**config.mk**
```make
export PLATFORM = sky130hd
export DESIGN_NAME = icache_resp_dispatcher_flat
export DESIGN_NICKNAME = d
export VERILOG_FILES = /design/src/rtl/icache_resp_dispatcher_if.sv /design/src/rtl/icache_resp_dispatcher.sv /design/src/flat_wrapper.sv
export SDC_FILE = /design/constraint.sdc
export NUM_CORES = 1
export LEC_CHECK = 0
export CAP_MARGIN = 10
export CORE_UTILIZATION = 25
export DETAILED_ROUTE_END_ITERATION = 12
export PLACE_DENSITY = 0.5
export SYNTH_ARGS = -nofsm -noshare
export SYNTH_HDL_FRONTEND = slang
export SYNTH_SLANG_ARGS = --single-unit
```
**constraint.sdc**
```tcl
create_clock -name clk -period 14.2 [get_ports clk]
set_input_delay 1.42 -clock clk [delete_from_list [all_inputs] [get_ports clk]]
set_output_delay 1.42 -clock clk [all_outputs]
set_load 0.05 [all_outputs]
```
**src/rtl/icache_resp_dispatcher_if.sv**
```systemverilog
// Response-path bundle between the icache lookup/MSHR completion stage,
// the dispatcher, and the three requesters (fetch, snoop, prefetch).
interface icache_resp_dispatcher_if #(
  parameter int ID_WIDTH   = 4,
  parameter int DATA_WIDTH = 256
);
  logic                  rsp_vld;
  logic                  rsp_rdy;
  logic [1:0]            rsp_src;
  logic [ID_WIDTH-1:0]   rsp_id;
  logic                  rsp_hit;
  logic [DATA_WIDTH-1:0] rsp_data;
  logic                  prefetch_flush;

  logic                  upstream_txrsp_vld;
  logic                  upstream_txrsp_rdy;
  logic [ID_WIDTH-1:0]   upstream_txrsp_id;
  logic                  upstream_txrsp_hit;
  logic [DATA_WIDTH-1:0] upstream_txrsp_data;

  logic                  downstream_txsnp_vld;
  logic                  downstream_txsnp_rdy;
  logic [ID_WIDTH-1:0]   downstream_txsnp_id;
  logic                  downstream_txsnp_hit;

  logic                  prefetch_rsp_vld;
  logic                  prefetch_rsp_rdy;
  logic [ID_WIDTH-1:0]   prefetch_rsp_id;
  logic                  prefetch_rsp_hit;

  logic                  illegal_src_err;

  // Environment side: drives responses and consumer readies.
  modport master (
    output rsp_vld, rsp_src, rsp_id, rsp_hit, rsp_data, prefetch_flush,
    output upstream_txrsp_rdy, downstream_txsnp_rdy, prefetch_rsp_rdy,
    input  rsp_rdy, illegal_src_err,
    input  upstream_txrsp_vld, upstream_txrsp_id, upstream_txrsp_hit, upstream_txrsp_data,
    input  downstream_txsnp_vld, downstream_txsnp_id, downstream_txsnp_hit,
    input  prefetch_rsp_vld, prefetch_rsp_id, prefetch_rsp_hit
  );

  // Dispatcher side.
  modport slave (
    input  rsp_vld, rsp_src, rsp_id, rsp_hit, rsp_data, prefetch_flush,
    input  upstream_txrsp_rdy, downstream_txsnp_rdy, prefetch_rsp_rdy,
    output rsp_rdy, illegal_src_err,
    output upstream_txrsp_vld, upstream_txrsp_id, upstream_txrsp_hit, upstream_txrsp_data,
    output downstream_txsnp_vld, downstream_txsnp_id, downstream_txsnp_hit,
    output prefetch_rsp_vld, prefetch_rsp_id, prefetch_rsp_hit
  );
endinterface

```
**src/rtl/icache_resp_dispatcher.sv**
```systemverilog
// Routes icache lookup responses back to their requester through one FIFO
// per destination, so a stalled consumer only blocks its own traffic.
module icache_resp_dispatcher #(
  parameter int FIFO_DEPTH = 2,
  parameter int DATA_WIDTH = 256,
  parameter int ID_WIDTH   = 4
) (
  input  logic clk,
  input  logic rst,
  icache_resp_dispatcher_if.slave bus
);
  localparam int PW = $clog2(FIFO_DEPTH);
  localparam int CW = PW + 1;
  localparam logic [CW-1:0] FULL = CW'(FIFO_DEPTH);

  logic [PW-1:0] u_wr, u_rd, s_wr, s_rd, p_wr, p_rd;
  logic [CW-1:0] u_cnt, s_cnt, p_cnt;

  logic [ID_WIDTH-1:0]   u_id   [FIFO_DEPTH];
  logic                  u_hit  [FIFO_DEPTH];
  logic [DATA_WIDTH-1:0] u_data [FIFO_DEPTH];
  logic [ID_WIDTH-1:0]   s_id   [FIFO_DEPTH];
  logic                  s_hit  [FIFO_DEPTH];
  logic [ID_WIDTH-1:0]   p_id   [FIFO_DEPTH];
  logic                  p_hit  [FIFO_DEPTH];

  logic rdy, acc;
  logic u_push, s_push, p_push, p_write;
  logic u_pop, s_pop, p_pop;
  logic u_vld, s_vld, p_vld;
  logic err_q;

  // Readiness looks only at the selected FIFO's occupancy, never at consumer readies.
  always_comb begin
    rdy = 1'b1;
    case (bus.rsp_src)
      2'd0:    rdy = (u_cnt < FULL);
      2'd1:    rdy = (s_cnt < FULL);
      2'd2:    rdy = (p_cnt < FULL);
      default: rdy = 1'b1;
    endcase
  end

  assign acc     = bus.rsp_vld & rdy;
  assign u_push  = acc & (bus.rsp_src == 2'd0);
  assign s_push  = acc & (bus.rsp_src == 2'd1);
  assign p_push  = acc & (bus.rsp_src == 2'd2);
  // A prefetch response arriving together with a flush is dropped with the rest.
  assign p_write = p_push & ~bus.prefetch_flush;

  assign u_vld = (u_cnt != '0);
  assign s_vld = (s_cnt != '0);
  assign p_vld = (p_cnt != '0);
  assign u_pop = u_vld & bus.upstream_txrsp_rdy;
  assign s_pop = s_vld & bus.downstream_txsnp_rdy;
  assign p_pop = p_vld & bus.prefetch_rsp_rdy;

  // Entry storage; contents are don't-care until counted, so no reset.
  always_ff @(posedge clk) begin
    if (u_push) begin
      u_id[u_wr]   <= bus.rsp_id;
      u_hit[u_wr]  <= bus.rsp_hit;
      u_data[u_wr] <= bus.rsp_data;
    end
    if (s_push) begin
      s_id[s_wr]  <= bus.rsp_id;
      s_hit[s_wr] <= bus.rsp_hit;
    end
    if (p_write) begin
      p_id[p_wr]  <= bus.rsp_id;
      p_hit[p_wr] <= bus.rsp_hit;
    end
  end

  // Pointer and occupancy bookkeeping for the three FIFOs plus the error pulse.
  always_ff @(posedge clk) begin
    if (rst) begin
      u_wr <= '0; u_rd <= '0; u_cnt <= '0;
      s_wr <= '0; s_rd <= '0; s_cnt <= '0;
      p_wr <= '0; p_rd <= '0; p_cnt <= '0;
      err_q <= 1'b0;
    end else begin
      err_q <= acc & (bus.rsp_src == 2'd3);

      if (u_push) u_wr <= u_wr + 1'b1;
      if (u_pop)  u_rd <= u_rd + 1'b1;
      if (u_push && !u_pop)      u_cnt <= u_cnt + 1'b1;
      else if (!u_push && u_pop) u_cnt <= u_cnt - 1'b1;

      if (s_push) s_wr <= s_wr + 1'b1;
      if (s_pop)  s_rd <= s_rd + 1'b1;
      if (s_push && !s_pop)      s_cnt <= s_cnt + 1'b1;
      else if (!s_push && s_pop) s_cnt <= s_cnt - 1'b1;

      if (bus.prefetch_flush) begin
        p_cnt <= '0;
        p_rd  <= p_wr;
      end else begin
        if (p_push) p_wr <= p_wr + 1'b1;
        if (p_pop)  p_rd <= p_rd + 1'b1;
        if (p_push && !p_pop)      p_cnt <= p_cnt + 1'b1;
        else if (!p_push && p_pop) p_cnt <= p_cnt - 1'b1;
      end
    end
  end

  assign bus.rsp_rdy         = rdy;
  assign bus.illegal_src_err = err_q;

  assign bus.upstream_txrsp_vld  = u_vld;
  assign bus.upstream_txrsp_id   = u_id[u_rd];
  assign bus.upstream_txrsp_hit  = u_hit[u_rd];
  assign bus.upstream_txrsp_data = u_data[u_rd];

  assign bus.downstream_txsnp_vld = s_vld;
  assign bus.downstream_txsnp_id  = s_id[s_rd];
  assign bus.downstream_txsnp_hit = s_hit[s_rd];

  assign bus.prefetch_rsp_vld = p_vld;
  assign bus.prefetch_rsp_id  = p_id[p_rd];
  assign bus.prefetch_rsp_hit = p_hit[p_rd];
endmodule

```
**src/flat_wrapper.sv**
```systemverilog
// flat-port wrapper written by rule: the top's interface ports become plain ports
module icache_resp_dispatcher_flat 
#(
  parameter int FIFO_DEPTH = 2,
  parameter int DATA_WIDTH = 256,
  parameter int ID_WIDTH   = 4
)
  (clk, rst, bus_rsp_vld, bus_rsp_src, bus_rsp_id, bus_rsp_hit, bus_rsp_data, bus_prefetch_flush, bus_upstream_txrsp_rdy, bus_downstream_txsnp_rdy, bus_prefetch_rsp_rdy, bus_rsp_rdy, bus_illegal_src_err, bus_upstream_txrsp_vld, bus_upstream_txrsp_id, bus_upstream_txrsp_hit, bus_upstream_txrsp_data, bus_downstream_txsnp_vld, bus_downstream_txsnp_id, bus_downstream_txsnp_hit, bus_prefetch_rsp_vld, bus_prefetch_rsp_id, bus_prefetch_rsp_hit);
  icache_resp_dispatcher_if #(.ID_WIDTH(ID_WIDTH), .DATA_WIDTH(DATA_WIDTH)) bus_i ();
  input  logic clk;
  input  logic rst;
  input wire logic [$bits(bus_i.rsp_vld)-1:0] bus_rsp_vld;
  input wire logic [$bits(bus_i.rsp_src)-1:0] bus_rsp_src;
  input wire logic [$bits(bus_i.rsp_id)-1:0] bus_rsp_id;
  input wire logic [$bits(bus_i.rsp_hit)-1:0] bus_rsp_hit;
  input wire logic [$bits(bus_i.rsp_data)-1:0] bus_rsp_data;
  input wire logic [$bits(bus_i.prefetch_flush)-1:0] bus_prefetch_flush;
  input wire logic [$bits(bus_i.upstream_txrsp_rdy)-1:0] bus_upstream_txrsp_rdy;
  input wire logic [$bits(bus_i.downstream_txsnp_rdy)-1:0] bus_downstream_txsnp_rdy;
  input wire logic [$bits(bus_i.prefetch_rsp_rdy)-1:0] bus_prefetch_rsp_rdy;
  output wire logic [$bits(bus_i.rsp_rdy)-1:0] bus_rsp_rdy;
  output wire logic [$bits(bus_i.illegal_src_err)-1:0] bus_illegal_src_err;
  output wire logic [$bits(bus_i.upstream_txrsp_vld)-1:0] bus_upstream_txrsp_vld;
  output wire logic [$bits(bus_i.upstream_txrsp_id)-1:0] bus_upstream_txrsp_id;
  output wire logic [$bits(bus_i.upstream_txrsp_hit)-1:0] bus_upstream_txrsp_hit;
  output wire logic [$bits(bus_i.upstream_txrsp_data)-1:0] bus_upstream_txrsp_data;
  output wire logic [$bits(bus_i.downstream_txsnp_vld)-1:0] bus_downstream_txsnp_vld;
  output wire logic [$bits(bus_i.downstream_txsnp_id)-1:0] bus_downstream_txsnp_id;
  output wire logic [$bits(bus_i.downstream_txsnp_hit)-1:0] bus_downstream_txsnp_hit;
  output wire logic [$bits(bus_i.prefetch_rsp_vld)-1:0] bus_prefetch_rsp_vld;
  output wire logic [$bits(bus_i.prefetch_rsp_id)-1:0] bus_prefetch_rsp_id;
  output wire logic [$bits(bus_i.prefetch_rsp_hit)-1:0] bus_prefetch_rsp_hit;
  assign bus_i.rsp_vld = bus_rsp_vld;
  assign bus_i.rsp_src = bus_rsp_src;
  assign bus_i.rsp_id = bus_rsp_id;
  assign bus_i.rsp_hit = bus_rsp_hit;
  assign bus_i.rsp_data = bus_rsp_data;
  assign bus_i.prefetch_flush = bus_prefetch_flush;
  assign bus_i.upstream_txrsp_rdy = bus_upstream_txrsp_rdy;
  assign bus_i.downstream_txsnp_rdy = bus_downstream_txsnp_rdy;
  assign bus_i.prefetch_rsp_rdy = bus_prefetch_rsp_rdy;
  assign bus_rsp_rdy = bus_i.rsp_rdy;
  assign bus_illegal_src_err = bus_i.illegal_src_err;
  assign bus_upstream_txrsp_vld = bus_i.upstream_txrsp_vld;
  assign bus_upstream_txrsp_id = bus_i.upstream_txrsp_id;
  assign bus_upstream_txrsp_hit = bus_i.upstream_txrsp_hit;
  assign bus_upstream_txrsp_data = bus_i.upstream_txrsp_data;
  assign bus_downstream_txsnp_vld = bus_i.downstream_txsnp_vld;
  assign bus_downstream_txsnp_id = bus_i.downstream_txsnp_id;
  assign bus_downstream_txsnp_hit = bus_i.downstream_txsnp_hit;
  assign bus_prefetch_rsp_vld = bus_i.prefetch_rsp_vld;
  assign bus_prefetch_rsp_id = bus_i.prefetch_rsp_id;
  assign bus_prefetch_rsp_hit = bus_i.prefetch_rsp_hit;
  icache_resp_dispatcher #(.FIFO_DEPTH(FIFO_DEPTH), .DATA_WIDTH(DATA_WIDTH), .ID_WIDTH(ID_WIDTH)) u_core (.clk(clk), .rst(rst), .bus(bus_i));
endmodule
```
==> flow_summary.yaml <==
run_status:
  status: "complete, no violations"
sta:
  finalSetupViolCount: 0
  setup_tns_ps: 0
  rsz0062_at_grt: "false"
  hold_viol: 0
  max_freq_ghz: 0.200
  period_share: 0.351
  fin_ws_ps: 9210
  maxSlewHeadroom: 0.302
  finalClockSkew_ps: 15.3
  period_needed_ps: 4990
  final_max_slew_viol_count: 0
  tightest_slew_ps: 1050
critical_path:
  crit_buf_inv: 2
  reg2reg_to: "u_core.u_data[0][116]$_DFFE_PP_"
  slowest_stage: "buf_4"
  worstSetupPathType: "flop to primary output"
  critPathCaptureType: "primary output"
  r2r_setup_slack_ps: 10380
  crit_path_max_fanout: 73
  cp_top_family: "buffers and inverters"
  critPathLaunchType: "flop"
  slowest_delay_ps: 880
  crit_chain: "buf_4, mux2_2, clkdlybuf4s50_1"
  worstPathArrival_ps: 3570
  r2r-start: "u_core.u_cnt[1]$_SDFFE_PP0P_"
  r2r_cells: 4
  cp.required_ps: 12780
logic_synthesis:
  synth_area_leader_cell: "edfxtp_1"
  yosys_warnings: 0
  mappedNetlistNets: 1190
  synth_flop_cell: "edfxtp_1"
  synth_area_mm2: 0.0203
  syn_area_per_cell_um2: 22.2
  synth_top_area_frac: 0.801
  synth_edf_count: 542
  syn-instance-count: 917
  yosysSeqAreaShare: 0.817
  synth_top_cells_by_area: "edfxtp_1 80%, mux2_2 15%, dfxtp_1 1.6%"
  yosys-top-cells-count: "542 x edfxtp_1, 271 x mux2_2, 19 x buf_6"
  async_reset_ff_frac: 0
  synth_seq_cells: 558
  synth.distinct_cells: 29
  yosysMostFrequentCell: "edfxtp_1"
clock_tree:
  post_cts_buffers: 0
  ctsRootBufferMaster: "clkbuf_16"
  clk_pin_slew_ps: 60
  cts_inserted_buffers: 60
  cts_buffer_depth: 3
  clock_sinks: 558
  clk_latency_ps: 610
  cts_tree: "yes"
  ctsHoldBuffers: 0
  cts-resized-gates: 0
  htree_num_levels: 2
detailed_routing:
  ant_nets: 0
  wl_per_cell_um: 18.6
  drtPass1Iterations: 4
  first_iter_violations: 460
  drc: 0
  wl_um: 48700
  vias: 10510
  via_per_inst: 4.02
grt:
  grt_max_degree: 146
  grt_pass1_vias: 11211
  grt_pass1_wl_um: 70200
  antenna_found_initial: 9
  grt_util_all_layers: 0.113
  grt-ovfl-total: 0
pwr:
  p_leak_nw: 9.31
  sw_frac_of_total: 0.334
  ir_drop_v: 0.000105
  powerDensity_mw_per_mm2: 176
  switchingPower_mw: 1.70
  cellInternalPower_mw: 3.39
  p_total_mw: 5.08
  p_seq_frac: 0.379
  power_frac_comb: 0.328
  clkPwrFrac: 0.293
cells_and_area:
  fin_nets: 1777
  drive_gt1_frac: 0.239
  syn_to_final_growth_pct: 41.8
die:
  ioPinCount: 546
  die-height_um: 287
  rows: 104
  die_x_um: 287
  core_mm2: 0.0804
  start_util: 0.253
  die_area_mm2: 0.0824
placed_design:
  gp_congestion: 0.741
  pre_cts_ws_ps: 8670
  io_buffers: 545
  hpwlAfterDp_um: 32300
worst_hold_path:
  min-delay-start: "u_core.p_wr$_SDFFE_PP0N_"
  hold_end: "u_core.p_wr$_SDFFE_PP0N_"
  hp-class: "flop to flop"
  min_path_cells: 2
job:
  cap_violations: 0
power by group through the flow:
stage | clock network (mW) | logic (mW) | registers, mW
final | 1.49 | 1.67 | 1.93
after detailed placement | 0 | 1.68 | 1.97
after CTS | 1.55 | 1.69 | 1.93
after global placement | 0 | 1.69 | 1.96
after global routing | 1.61 | 1.73 | 1.94
after floorplan | 0 | 1.16 | 1.95
stage by stage:
stage               area, um2  utilization  instances  hold slack (ps)
floorplan               20300            -        917              456
global placement        26900        0.335       2502              470
detailed placement      26900        0.335       2502              485
CTS                     28800        0.358       2612              495
global route            28800        0.358       2614              525
finish                  28800        0.358       2614              498
per-layer routing:
metal | global-route usage | up-vias | wire [um]
met4 | 0.0320 | 10 | 902
met3 | 0.0452 | 70 | 4760
met5 | 0 | - | 57
met1 | 0.124 | 5245 | 17900
met2 | 0.201 | 361 | 25000
li1 | - | 4824 | -
area by class of cell:
| cell class | instances | area [um2] |
|---|---|---|
| flip-flops and latches | 558 | 16600 |
| inverters | 3 | 11.3 |
| well taps | 1060 | 1330 |
| fillers | 7511 | 51600 |
| diodes | 2 | 5.00 |
| repair buffers | 555 | 5540 |
| clock inverters | 29 | 244 |
| clock buffers | 81 | 1640 |
| multi-input cells | 326 | 3450 |
state kept, by name, summed over array words and instances (netlist names), 2 cells and up, named ones only:
register and count:
u_core.u_hit 2, u_core.p_cnt 2, u_core.u_data 512, u_core.u_cnt 2
u_core.p_id 8, u_core.p_hit 2, u_core.s_hit 2, u_core.s_id 8
u_core.s_cnt 2, u_core.u_id 8
how the worst max path moves through the flow:
stage | start | endpoint | slack, ps | depth (start not counted)
after CTS | flop | bus_upstream_txrsp_data[189] | 9100 | 3
after detailed placement | bus_rsp_src[0] | u_core.u_data[0][188]$_DFFE_PP_ | 8670 | 5
final | flop | bus_upstream_txrsp_data[189] | 9210 | 3
after global routing | flop | bus_upstream_txrsp_data[189] | 8970 | 3
after floorplan | bus_rsp_src[0] | u_core.u_data[0][0]$_DFFE_PP_ | 5050 | 2
after global placement | bus_rsp_src[0] | u_core.u_data[0][188]$_DFFE_PP_ | 8760 | 5
placed cells by master (no fill, tap or decap), drive strengths merged, types with 3 or more instances in the layout:
cell type and n:
ha 3, clkinv 21, a21oi 4, dfxtp 16, clkdlybuf4s50 545, mux2 271, bufinv 4, xnor2 3
edfxtp 542, or2 3, o21ai 7, nor2 8, clkbuf 81, xor2 8, or3 4, inv 6
buf 10
cell families after synthesis:
family | count (synthesis) | synth area share
fa+ha+maj | 3 | 0.00185
flops | 558 | 0.817
mux | 272 | 0.151
xor+xnor | 11 | 0.00474
simple gates | 26 | 0.00794
compound gates | 14 | 0.00388
buf+inv | 33 | 0.0140
worst register-to-register path, cell delays in order (launching register included):
cell	delay [ps]
dfxtp_1	370
nor4b_2	490
nor2b_4	760
buf_4	740
buf_4	970
Note: power is estimated with default switching activity, not from simulation.
